<file path="config.mk">
export PLATFORM = sky130hd
export DESIGN_NAME = top_audio_tx_flat
export DESIGN_NICKNAME = d
export VERILOG_FILES = /design/src/rtl/top_audio_pkg.sv /design/src/rtl/top_audio_if.sv /design/src/rtl/audio_tone_gen.sv /design/src/rtl/top_audio_tx.sv /design/src/flat_wrapper.sv
export SDC_FILE = /design/constraint.sdc
export NUM_CORES = 1
export LEC_CHECK = 0
export BUFFER_PORTS_ARGS = -buffer_cell sky130_fd_sc_hd__buf_2
export CORE_UTILIZATION = 45
export CTS_BUF_LIST = sky130_fd_sc_hd__clkbuf_8
export DETAILED_ROUTE_END_ITERATION = 10
export GPL_TIMING_DRIVEN = 1
export PLACE_DENSITY = 0.67
export SYNTH_ARGS = -nofsm -noshare
export SYNTH_HDL_FRONTEND = slang
export SYNTH_SLANG_ARGS = --single-unit
export TNS_END_PERCENT = 1
</file>
<file path="constraint.sdc">
create_clock -name SCLK -period 4.6 [get_ports SCLK]
set_clock_uncertainty 0.2 [all_clocks]
set_input_delay 0.69 -clock SCLK [delete_from_list [all_inputs] [get_ports SCLK]]
set_output_delay 0.69 -clock SCLK [all_outputs]
set_load 0.02 [all_outputs]
</file>
<file path="src/rtl/top_audio_pkg.sv">
// Shared types and helpers for the I2S test-tone transmitter.
// Optional build macro used by this slice: TOP_AUDIO_SAWTOOTH_EN.
package top_audio_pkg;

  localparam int SAMPLE_BITS = 16;
  localparam int FRAME_BITS  = 64;

  typedef logic signed [SAMPLE_BITS-1:0] sample_t;
  typedef logic        [31:0]            slot_t;

  // Sample left-justified in its 32-bit slot, low half zero-filled.
  function automatic slot_t mk_slot(input sample_t s);
    return {s, 16'h0000};
  endfunction

endpackage

</file>
<file path="src/rtl/top_audio_if.sv">
// I2S serial link between the external codec (master) and the transmitter (slave).
interface top_audio_if;
  logic LRCLK;
  logic I2S_Dout;

  modport master (output LRCLK, input I2S_Dout);
  modport slave  (input LRCLK, output I2S_Dout);
endinterface

</file>
<file path="src/rtl/audio_tone_gen.sv">
// Test-tone sample source, advanced once per frame on the SCLK falling edge.
// TOP_AUDIO_SAWTOOTH_EN selects a free-running sawtooth instead of the square wave.
module audio_tone_gen
  import top_audio_pkg::*;
#(
  parameter logic signed [15:0] AMPLITUDE        = 16'sh2000,
  parameter int                 TONE_HALF_FRAMES = 24
) (
  input  logic    SCLK,
  input  logic    AUDIO_EN,
  input  logic    frame_tick,
  output sample_t sample
);

  logic [7:0] cnt;

`ifdef TOP_AUDIO_SAWTOOTH_EN

  always_ff @(negedge SCLK or negedge AUDIO_EN) begin
    if (!AUDIO_EN) begin
      cnt <= 8'd0;
    end else if (frame_tick) begin
      cnt <= cnt + 8'd1;
    end
  end

  // Offset-binary counter flipped to two's complement: 0 maps to full negative.
  assign sample = {cnt ^ 8'h80, 8'h00};

`else

  localparam logic [7:0] LAST_FRAME = 8'(TONE_HALF_FRAMES - 1);

  logic polarity;

  function automatic sample_t neg_sat(input sample_t a);
    if (a == sample_t'(16'h8000)) begin
      return sample_t'(16'h7FFF);
    end
    return -a;
  endfunction

  always_ff @(negedge SCLK or negedge AUDIO_EN) begin
    if (!AUDIO_EN) begin
      cnt      <= 8'd0;
      polarity <= 1'b0;
    end else if (frame_tick) begin
      if (cnt == LAST_FRAME) begin
        cnt      <= 8'd0;
        polarity <= ~polarity;
      end else begin
        cnt <= cnt + 8'd1;
      end
    end
  end

  assign sample = polarity ? neg_sat(AMPLITUDE) : AMPLITUDE;

`endif

endmodule

</file>
<file path="src/rtl/top_audio_tx.sv">
// I2S slave transmitter: LRCLK edge detection, frame shift register, tone source.
// TOP_AUDIO_SAWTOOTH_EN (see audio_tone_gen) swaps the square tone for a sawtooth.
module top_audio_tx
  import top_audio_pkg::*;
#(
  parameter logic signed [15:0] AMPLITUDE        = 16'sh2000,
  parameter int                 TONE_HALF_FRAMES = 24,
  parameter int                 SLOT_BITS        = 32
) (
  input  logic        SCLK,
  input  logic        AUDIO_EN,
  top_audio_if.slave  i2s
);

  logic                  lr_q;
  logic                  lr_prev;
  logic                  left_start;
  logic                  right_start;
  logic                  armed;
  logic [FRAME_BITS-1:0] AUDIO_Reg;
  slot_t                 r_hold;
  sample_t               sample;
  slot_t                 slot_now;

  audio_tone_gen #(
    .AMPLITUDE        (AMPLITUDE),
    .TONE_HALF_FRAMES (TONE_HALF_FRAMES)
  ) u_tone (
    .SCLK       (SCLK),
    .AUDIO_EN   (AUDIO_EN),
    .frame_tick (left_start),
    .sample     (sample)
  );

  assign slot_now = mk_slot(sample);

  // LRCLK sampled on the rising edge; start flags stay valid for exactly one falling edge.
  always_ff @(posedge SCLK or negedge AUDIO_EN) begin
    if (!AUDIO_EN) begin
      lr_q    <= 1'b0;
      lr_prev <= 1'b0;
    end else begin
      lr_q    <= i2s.LRCLK;
      lr_prev <= lr_q;
    end
  end

  assign left_start  = lr_prev & ~lr_q;
  assign right_start = ~lr_prev & lr_q;

  // Right slot is re-aligned from r_hold so both channels carry the frame's sample
  // even though the tone advances at the left edge.
  always_ff @(negedge SCLK or negedge AUDIO_EN) begin
    if (!AUDIO_EN) begin
      AUDIO_Reg <= '0;
      r_hold    <= '0;
      armed     <= 1'b0;
    end else if (left_start) begin
      AUDIO_Reg <= {slot_now, slot_now};
      r_hold    <= slot_now;
      armed     <= 1'b1;
    end else if (right_start && armed) begin
      AUDIO_Reg[FRAME_BITS-1 -: SLOT_BITS] <= r_hold;
    end else begin
      AUDIO_Reg <= {AUDIO_Reg[FRAME_BITS-2:0], 1'b0};
    end
  end

  // The register MSB is the bit currently on the wire.
  assign i2s.I2S_Dout = AUDIO_Reg[FRAME_BITS-1];

endmodule

</file>
<file path="src/flat_wrapper.sv">
// flat-port wrapper written by rule: the top's interface ports become plain ports
module top_audio_tx_flat import top_audio_pkg::*;
#(
  parameter logic signed [15:0] AMPLITUDE        = 16'sh2000,
  parameter int                 TONE_HALF_FRAMES = 24,
  parameter int                 SLOT_BITS        = 32
)
  (SCLK, AUDIO_EN, i2s_LRCLK, i2s_I2S_Dout);
  top_audio_if i2s_i ();
  input  logic SCLK;
  input  logic AUDIO_EN;
  input wire logic [$bits(i2s_i.LRCLK)-1:0] i2s_LRCLK;
  output wire logic [$bits(i2s_i.I2S_Dout)-1:0] i2s_I2S_Dout;
  assign i2s_i.LRCLK = i2s_LRCLK;
  assign i2s_I2S_Dout = i2s_i.I2S_Dout;
  top_audio_tx #(.AMPLITUDE(AMPLITUDE), .TONE_HALF_FRAMES(TONE_HALF_FRAMES), .SLOT_BITS(SLOT_BITS)) u_core (.SCLK(SCLK), .AUDIO_EN(AUDIO_EN), .i2s(i2s_i));
endmodule
</file>
==> impl_metrics.tcl, run 1 <==
set metrics [dict create \
    grt_pass1_wl_um 4780 \
    end_kind "register" \
    postSynthNetCount 148 \
    insertion_delay_ps 300 \
    multiInputGateArea_um2 588 \
    worst_hold_startpoint "u_core.AUDIO_Reg[60]$_DFF_NN0_" \
    synth.top_cells.by_area "dfrtn_1 (63%), and2_1 (9.9%), dfrtp_1 (2.7%), nand2b_1 (2.7%), nand2_1 (2.3%)" \
    tightest_slew_ps 695 \
    synth-warning-count 0 \
    yosysMostFrequentCell "dfrtn_1" \
    arrival_ps 1810 \
    rsz_0062_raised_after_global_routing "no" \
    design.final.nets 155 \
    ant_nets 0 \
    ctsLongestPathBuffers 2 \
    sinks_on_clock_net 48 \
    finalSetupTns_ps 0 \
    cp_max_fo 30 \
    fp.dieW_um 65.8 \
    timing_max_transition_violations_final 0 \
    finalSetupViolCount 0 \
    nFillCells 313 \
    route.vias.total 979 \
    coreArea_um2 3770 \
    layout-drive-gt1-share_pct 13.2 \
    cts_inserted_buffers 5 \
    layout-area-overhead-vs-synth_pct 9.43 \
    post-layout-total-power_uw 859 \
    cts_max_level 2 \
    detail_route.first_pass.iterations 4 \
    timing.hold.ws_ps 174 \
    avgRoutedWirePerCell_um 13.9 \
    routed_wirelength_um 2780 \
    ys_seq_area_share_pct 65.6 \
    die-height_um 65.8 \
    clock_root_cell "clkbuf_8" \
    postSynthRegisterBits 48 \
    synth_area_leader_cell "dfrtn_1" \
    post_synth_mux_area_share_pct 1.64 \
    synth.top_cell.area_share_pct 62.8 \
    grt_antenna_before_repair 0 \
    drt-initial-drc-count 57 \
    grt.overflow.total 0 \
    crit_path_max_incr_delay_ps 610 \
    grt_max_degree 31 \
    worst_r2r_endpoint "u_core.AUDIO_Reg[61]$_DFF_NN0_" \
    hold_class "reg -> reg" \
    die-area_um2 4330 \
    fp-row-count 22 \
    worst-r2r-cell-count 3 \
    post_cts_buffers 0 \
    main_combinational_cell_family_by_area_after_synthesis "simple AND/OR/NAND/NOR gates" \
    inserted_diodes 0 \
    yosysUniqueCellTypes 30 \
    worstSetupStartpointType "register" \
    postSynthAreaPerCell_um2 12.7 \
    worst-endpoint-required_ps 2220 \
    synth-compound-area-share_pct 4.64 \
    register_area_um2 1200 \
    slew_headroom_pct 53.7 \
    first_global_vias 995 \
    cts-hold-fix-buffers 0 \
    synth_simple_gate_area_share_pct 22.7 \
    postSynth.topFlopCell "dfrtn_1" \
    cts-resized-gates 0 \
    power.leakage_nw 0.983 \
    drc_errors 0 \
    synth_fa_ha_area_share_pct 0.683 \
    power_density_nw_per_um2 428 \
    dp_hpwl_um 1860 \
    synth_async_sr_flop_share_pct 100 \
    worstPathCellList "nand2b_1 -> o21a_1 -> nand2b_1" \
    outcome "completed" \
    synthXorXnorAreaFrac_pct 2.39 \
    hold_crit_endpoint "u_core.AUDIO_Reg[61]$_DFF_NN0_" \
    criticalPathCategory "reg -> reg" \
    cts_tree "yes" \
    hold-path-cell-count 1 \
    post_synth_instance_area_um2 1830 \
    vdd.ir_drop.worst_uv 238 \
    input_output_buffers 3 \
    critical_path.reg2reg.startpoint "u_core.lr_q$_DFF_PN0_" \
    ff2ff_setup_slack_ps 420 \
    drv.max_cap_violation_count 0 \
    cp_slowest_cell "o21a_1" \
    initial_utilization_pct 48.6 \
    synth_edf_count 0 \
    place_congestion 0.832 \
    synth_common_cells "dfrtn_1 (46), and2_1 (29), nand2_1 (11)" \
    final_hold_viol_count 0 \
    io-pin-count 4 \
    worst_setup_hold_path_clk_slew_ps 80 \
    syn_inst 144 \
    avgViaCountPerCell 4.90 \
    grt.total_usage_pct 15.6 \
    cp_common_cell "nand2b_1" \
]
==> routing by layer <==
| layer | part of all wire [%] | wire [µm] | global-route usage [%] |
|---|---|---|---|
| met1 | 50 | 1400 | 20.4 |
| met2 | 44 | 1230 | 22.4 |
| met3 | 3.7 | 102 | 6.03 |
| met4 | 1.5 | 42 | 8.15 |
| met5 | 0 | 0 | 0 |
==> cells in the final DEF, fill, tap and decap left out, types with 3 or more instances in the layout <==
master,instances
dfrtn_1,46
and2_1,29
nand2_1,11
nand2b_1,8
clkbuf_8,5
nand3_1,4
o31ai_1,4
inv_1,4
o21ai_0,4
mux2i_1,3
xor2_1,3
buf_2,3
==> sequential cells by signal, summed over array words and instances (netlist names) <==
register	cells
u_core.u_tone.cnt	8
u_core.lr_prev	1
u_core.AUDIO_Reg	35
u_core.u_tone.polarity	1
u_core.r_hold	2
u_core.lr_q	1
==> worst max-delay path by stage <==
stage | end | slack, ps | from
global placement | u_core.AUDIO_Reg[61]$_DFF_NN0_ | 490 | u_core.lr_q$_DFF_PN0_
global route | u_core.AUDIO_Reg[61]$_DFF_NN0_ | 200 | u_core.lr_q$_DFF_PN0_
floorplan | u_core.AUDIO_Reg[32]$_DFF_NN0_ | 820 | u_core.lr_q$_DFF_PN0_
CTS | u_core.AUDIO_Reg[61]$_DFF_NN0_ | 400 | u_core.lr_q$_DFF_PN0_
detailed placement | u_core.AUDIO_Reg[61]$_DFF_NN0_ | 410 | u_core.lr_q$_DFF_PN0_
finish | u_core.AUDIO_Reg[61]$_DFF_NN0_ | 420 | u_core.lr_q$_DFF_PN0_
==> cell families after synthesis <==
kind of cell / after synthesis
fa+ha+maj: 1
mux: 3
buf+inv: 9
flops: 48
compound gates: 14
simple gates: 64
xor+xnor: 5
==> report_power, final <==
group	switching [mW]	total, mW	internal (mW)
Combinational	0.0459	0.0778	0.0319
Sequential	0.0329	0.486	0.453
Clock	0.134	0.295	0.161
Total	0.213	0.859	0.646
==> area by class of cell <==
class	count	area share, %
Inverter	4	0.749
Tap cell	48	3.00
Clock inverter	3	2.06
Timing Repair Buffer	5	1.50
Sequential cell	48	59.9
Multi-Input combinational cell	87	29.3
Clock buffer	5	3.43
==> per-stage QoR <==
stage          worst slack (ps)  area (µm²)  utilization (%)  instances
2_1_floorplan               820        1830                -        144
3_3_place_gp                487        1890             50.2        192
3_5_place_dp                411        1890             50.2        192
4_1_cts                     396        2000             53.2        200
5_1_grt                     196        2000             53.2        200
6_report                    416        2000             53.2        200
==> critical path: cells and delay by family (launching register included) <==
| family | cells | cell delay [ps] |
|---|---|---|
| and+or+nand+nor | 2 | 370 |
| DFF | 1 | 530 |
| AOI/OAI and AO/OA | 1 | 610 |
Power figures use the tool's default switching activity.
==> inputs of run 2 (changes only) <==
ABC_AREA = 1   (was unset)
clock period = 5.4 ns   (was 4.6 ns; I/O delays follow)
==> run 2 against run 1 <==
Synthesized cell count rose by 39%. Clock power fell by 8.8%. Combinational power fell by 7.7%. First-iteration DRC count up 110%. Die area grew 4.6%. Core utilization fell by 2.7 points. Critical path type is now reg -> out. Largest cell class unchanged. Highest routed layer unchanged.
==> impl_metrics.tcl, run 2 <==
set metrics [dict create \
    first_global_vias 1055 \
    outcome "completed" \
    cts_max_level 2 \
    timing_max_transition_violations_final 0 \
    design.final.nets 207 \
    worst-endpoint-required_ps 4390 \
    die-height_um 67.3 \
    fp-row-count 23 \
    routed_wirelength_um 2730 \
    grt_max_degree 49 \
    drc_errors 0 \
    critical_path.reg2reg.startpoint "u_core.lr_prev$_DFF_PN0_" \
    postSynthAreaPerCell_um2 9.59 \
    synth-warning-count 0 \
    cts-hold-fix-buffers 0 \
    worst_hold_startpoint "u_core.AUDIO_Reg[60]$_DFF_NN0_" \
    io-pin-count 4 \
    post_synth_instance_area_um2 1920 \
    ctsLongestPathBuffers 2 \
    tightest_slew_ps 577 \
    ff2ff_setup_slack_ps 1080 \
    cp_slowest_cell "dfrtn_1" \
    synth_async_sr_flop_share_pct 100 \
    mostFrequentLayoutCell "nand2_1" \
    grt.total_usage_pct 14.7 \
    largest_register_ffs 35 \
    grt.overflow.total 0 \
    ys_seq_area_share_pct 62.6 \
    yosysUniqueCellTypes 23 \
    synth_common_cells "nand2_1 (60), dfrtn_1 (46), nor2_1 (31)" \
    final_hold_viol_count 0 \
    timing.hold.ws_ps 193 \
    layout-drive-gt1-share_pct 15.2 \
    crit_path_max_incr_delay_ps 380 \
    synth_edf_count 0 \
    worstPathCellList "buf_2" \
    post-layout-total-power_uw 750 \
    yosysMostFrequentCell "nand2_1" \
    postSynth.topFlopCell "dfrtn_1" \
    worst_setup_hold_path_clk_slew_ps 60 \
    fp.dieW_um 67.3 \
    cts_tree "yes" \
    crit_path_start "u_core.AUDIO_Reg[63]$_DFF_NN0_" \
    detail_route.first_pass.iterations 3 \
    criticalPathCategory "reg -> out" \
    hold_class "reg -> reg" \
    finalSetupViolCount 0 \
    dp_hpwl_um 1650 \
    grt_pass1_wl_um 4690 \
    postSynthNetCount 204 \
    drv.max_cap_violation_count 0 \
    avgRoutedWirePerCell_um 10.7 \
    end_kind "output pin" \
    slew_headroom_pct 61.5 \
    coreArea_um2 4060 \
    die-area_um2 4530 \
    cts-resized-gates 0 \
    route.vias.total 1159 \
    drt-initial-drc-count 117 \
    postSynthRegisterBits 48 \
    synth_area_leader_cell "dfrtn_1" \
    layout.cells.most_common_list "nand2_1 (60), dfrtn_1 (46), nor2_1 (31)" \
    sinks_on_clock_net 48 \
    insertion_delay_ps 300 \
    top_regs "u_core.AUDIO_Reg x35, u_core.u_tone.cnt x8, u_core.r_hold x2" \
    vdd.ir_drop.worst_uv 150 \
    avgViaCountPerCell 4.56 \
    finalSetupTns_ps 0 \
    cp_buf_inv_count 1 \
    worstSetupStartpointType "register" \
    cp_max_fo 1 \
    place_congestion 0.734 \
    rsz_0062_raised_after_global_routing "no" \
    clock_root_cell "clkbuf_8" \
    power_density_nw_per_um2 366 \
    input_output_buffers 3 \
    layout-area-overhead-vs-synth_pct 6.78 \
    ant_nets 0 \
    power.leakage_nw 1.01 \
    initial_utilization_pct 47.3 \
    registers.top_by_ff_count "u_core.AUDIO_Reg" \
    grt_antenna_before_repair 0 \
    syn_inst 200 \
    synth.top_cell.area_share_pct 60.0 \
    synth.top_cells.by_area "dfrtn_1 (60%), nand2_1 (12%), nor2_1 (6.1%), nor2_2 (3.9%), buf_6 (2.9%)" \
    post_cts_buffers 0 \
    cts_inserted_buffers 5 \
    cp_top_family "flip-flops" \
    inserted_diodes 0 \
    arrival_ps 3530 \
]
## run 2: cell count changes after synthesis, moves of 8 or more
cell      delta
and2_1      -29
inv_1        +8
nor2_2      +12
nor2_1      +30
nand2_1     +49
nand2b_1     -8
## run 2: metrics by stage
| step | setup WS, ps | utilization, % | std cells | cell area, µm² |
|---|---|---|---|---|
| final | 857 | 50.5 | 254 | 2050 |
| after global routing | 816 | 50.5 | 254 | 2050 |
| after floorplan | 1220 | - | 200 | 1920 |
| after CTS | 850 | 50.5 | 254 | 2050 |
| after detailed placement | 1080 | 47.5 | 246 | 1930 |
| after global placement | 1120 | 47.5 | 246 | 1930 |
## run 2: cells by family after synthesis
family	Yosys count	synth area share, %
AOI/OAI and AO/OA	11	2.87
adders and majority gates	1	0.652
buffers and inverters	22	6.72
and+or+nand+nor	117	26.7
xor gates and xnor gates	1	0.457
DFF	48	62.6
## run 2: cell type report
type                    instances  area, µm²
flip-flops and latches         48       1200
clock buffers                   6       82.6
clock inverters                 2       38.8
well taps                      50       62.6
multi-input cells             130        588
repair buffers                  4       22.5
fillers                       385       2010
inverters                      14       52.6
## run 2: tightest hold or removal path, stage by stage, from the launching register on
cell and delay (ps):
dfrtn_1 390, nor2_1 40, nand2_1 40
## run 2: where the power goes
| part | internal (mW) | switching [mW] |
|---|---|---|
| clock | 0.151 | 0.118 |
| sequential | 0.387 | 0.0222 |
| combinational | 0.0258 | 0.0459 |
| total | 0.564 | 0.186 |
## run 2: routing by layer
layer,wire [µm],vias up,global-route usage (%),part of all wire (%)
met1,1460,538,19.5,54
met2,1110,9,20.0,41
met3,71,5,4.05,2.6
met5,0,-,0,0
li1,-,607,-,-
met4,81,0,12.0,3.0
## run 2: path summary, 6_finish.rpt
check / endpoint / depth (start not counted)
hold reg to reg: u_core.AUDIO_Reg[61]$_DFF_NN0_ / 2
hold / removal: u_core.AUDIO_Reg[61]$_DFF_NN0_ / 2
setup / recovery: i2s_I2S_Dout / 1
max in group asynchronous: u_core.AUDIO_Reg[46]$_DFF_NN0_ / 2
min in group asynchronous: u_core.lr_prev$_DFF_PN0_ / 2
setup reg to reg: u_core.AUDIO_Reg[46]$_DFF_NN0_ / 4
==> inputs of run 3 (changes only) <==
ABC_AREA = 0   (was 1)
clock period = 4.71 ns   (was 5.4 ns; I/O delays follow)
==> run 3 against run 2 <==
Final cell count decreased by 22%. Combinational power increased by 4.6%. Non-clock buffer count unchanged. Via count decreased by 15%. Setup slack got worse by 400 ps. Design area decreased by 4.1%. Clock power decreased by 19%. Flip-flop and latch count unchanged. Sequential power increased by 16%.
==> impl_metrics.tcl, run 3 (same netlist as run 1, synthesis figures left out) <==
set metrics [dict create \
    drt-initial-drc-count 49 \
    design.final.nets 154 \
    initial_utilization_pct 48.6 \
    p_switching_uw 196 \
    power_density_nw_per_um2 391 \
    cts_inserted_buffers 5 \
    multiInputGateArea_um2 588 \
    worst-endpoint-required_ps 2270 \
    pre_cts_ws_ps 454 \
    cp_max_fo 30 \
    post-route-worst-setup-slack_ps 456 \
    ctsLongestPathBuffers 2 \
    final_area_um2 1960 \
    io-pin-count 4 \
    power_report.internal_total_uw 571 \
    end_kind "register" \
    outcome "completed" \
    registers.top_by_ff_count "u_core.AUDIO_Reg" \
    share_seq_of_total_power_pct 61.9 \
    vdd.ir_drop.worst_uv 235 \
    coreArea_um2 3770 \
    cts-hold-fix-buffers 0 \
    arrival_ps 1820 \
    finalSetupViolCount 0 \
    clock_power_share_pct 28.3 \
    timing_max_transition_violations_final 0 \
    grt.total_usage_pct 15.9 \
    worstSetupStartpointType "register" \
    die-height_um 65.8 \
    layout-area-overhead-vs-synth_pct 7.24 \
    die-area_um2 4330 \
    routed_wirelength_um 2670 \
    nFillCells 315 \
    grt.overflow.total 0 \
    register_area_um2 1200 \
    sinks_on_clock_net 48 \
    tightest_slew_ps 667 \
    post_dp_cell_area_um2 1890 \
    worst_setup_hold_path_clk_slew_ps 70 \
    first_global_vias 1051 \
    avgRoutedWirePerCell_um 13.5 \
    layout.cells.most_common_list "dfrtn_1 (46), and2_1 (29), nand2_1 (11)" \
    p_comb_share_pct 9.8 \
    fp-row-count 22 \
    power.leakage_nw 0.965 \
    place_congestion 0.825 \
    sw_frac_of_total_pct 25.5 \
    clock_root_cell "clkbuf_8" \
    grt_antenna_before_repair 0 \
    cts_max_level 2 \
    top_regs "u_core.AUDIO_Reg x35, u_core.u_tone.cnt x8, u_core.r_hold x2" \
    grt_max_degree 49 \
    inserted_diodes 0 \
    drv.max_cap_violation_count 0 \
    cts-resized-gates 0 \
    criticalPathCategory "reg -> reg" \
    dp_hpwl_um 1750 \
    slew_headroom_pct 55.5 \
    grt_pass1_wl_um 4930 \
    final_hold_viol_count 0 \
    cts_tree "yes" \
    ant_nets 0 \
    drc_errors 0 \
    rsz_0062_raised_after_global_routing "no" \
    detail_route.first_pass.iterations 4 \
    fp.dieW_um 65.8 \
    layout-drive-gt1-share_pct 11.3 \
    largest_register_ffs 35 \
    mostFrequentLayoutCell "dfrtn_1" \
    post_cts_buffers 0 \
    finalSetupTns_ps 0 \
    avgViaCountPerCell 4.96 \
    input_output_buffers 3 \
    route.vias.total 982 \
    insertion_delay_ps 300 \
    hold_class "reg -> reg" \
]
-- run 3: cell types whose count changed in the layout (fill, tap and decap cells not counted), sizes merged, moves of 2 or more --
cell    change
inv         -9
o21ai       -4
o31ai       +4
nor2       -42
and2       +29
nand2      -51
xor2        +3
mux2i       +3
or3         +2
nand2b      +8
nand3       -3
nor4b       +2
-- run 3: worst paths after layout --
path / from / to / slack, ps / cells after the start
max reg2reg: u_core.lr_q$_DFF_PN0_ / u_core.AUDIO_Reg[61]$_DFF_NN0_ / 460 / 3
max in group asynchronous: AUDIO_EN / u_core.u_tone.cnt[6]$_DFFE_NN0P_ / 1360 / 2
min reg2reg: u_core.AUDIO_Reg[60]$_DFF_NN0_ / u_core.AUDIO_Reg[61]$_DFF_NN0_ / 180 / 1
min: u_core.AUDIO_Reg[60]$_DFF_NN0_ / u_core.AUDIO_Reg[61]$_DFF_NN0_ / 180 / 1
min in group asynchronous: AUDIO_EN / u_core.lr_prev$_DFF_PN0_ / 300 / 2
max: u_core.lr_q$_DFF_PN0_ / u_core.AUDIO_Reg[61]$_DFF_NN0_ / 460 / 3
-- run 3: cell type report --
type | count | share of cell area [%]
well taps | 48 | 3.06
clock inverters | 2 | 0.446
flip-flops and latches | 48 | 61.1
clock buffers | 5 | 3.50
repair buffers | 4 | 1.15
multi-input cells | 87 | 29.9
inverters | 4 | 0.764
-- run 3: power by group through the flow --
stage / Clock, mW / Combinational (mW) / Sequential, mW
after global routing: 0.244 / 0.0863 / 0.480
after global placement: 0 / 0.0714 / 0.481
final: 0.217 / 0.0751 / 0.475
after detailed placement: 0 / 0.0765 / 0.481
after floorplan: 0 / 0.0574 / 0.474
after CTS: 0.226 / 0.0764 / 0.475
-- run 3: critical path, stage by stage (launching register included) --
cell	delay, ps
dfrtp_1	540
nand2b_1	260
o21a_1	590
nand2b_1	120
-- run 3: routing by layer --
layer  vias up  GRT usage [%]  wire, µm
met5         -              0         0
met4         0           7.34        56
met3         8           5.69        97
met2        11           23.5      1190
met1       488           20.9      1330
li1        475              -         -
-- run 3: through the flow --
step | total power [mW] | hold WS, ps | std cells | utilization, %
floorplan | 0.531 | 161 | 144 | -
global placement | 0.552 | 182 | 191 | 50.0
detailed placement | 0.558 | 184 | 191 | 50.0
CTS | 0.777 | 184 | 198 | 52.1
global route | 0.811 | 199 | 198 | 52.1
finish | 0.767 | 183 | 198 | 52.1
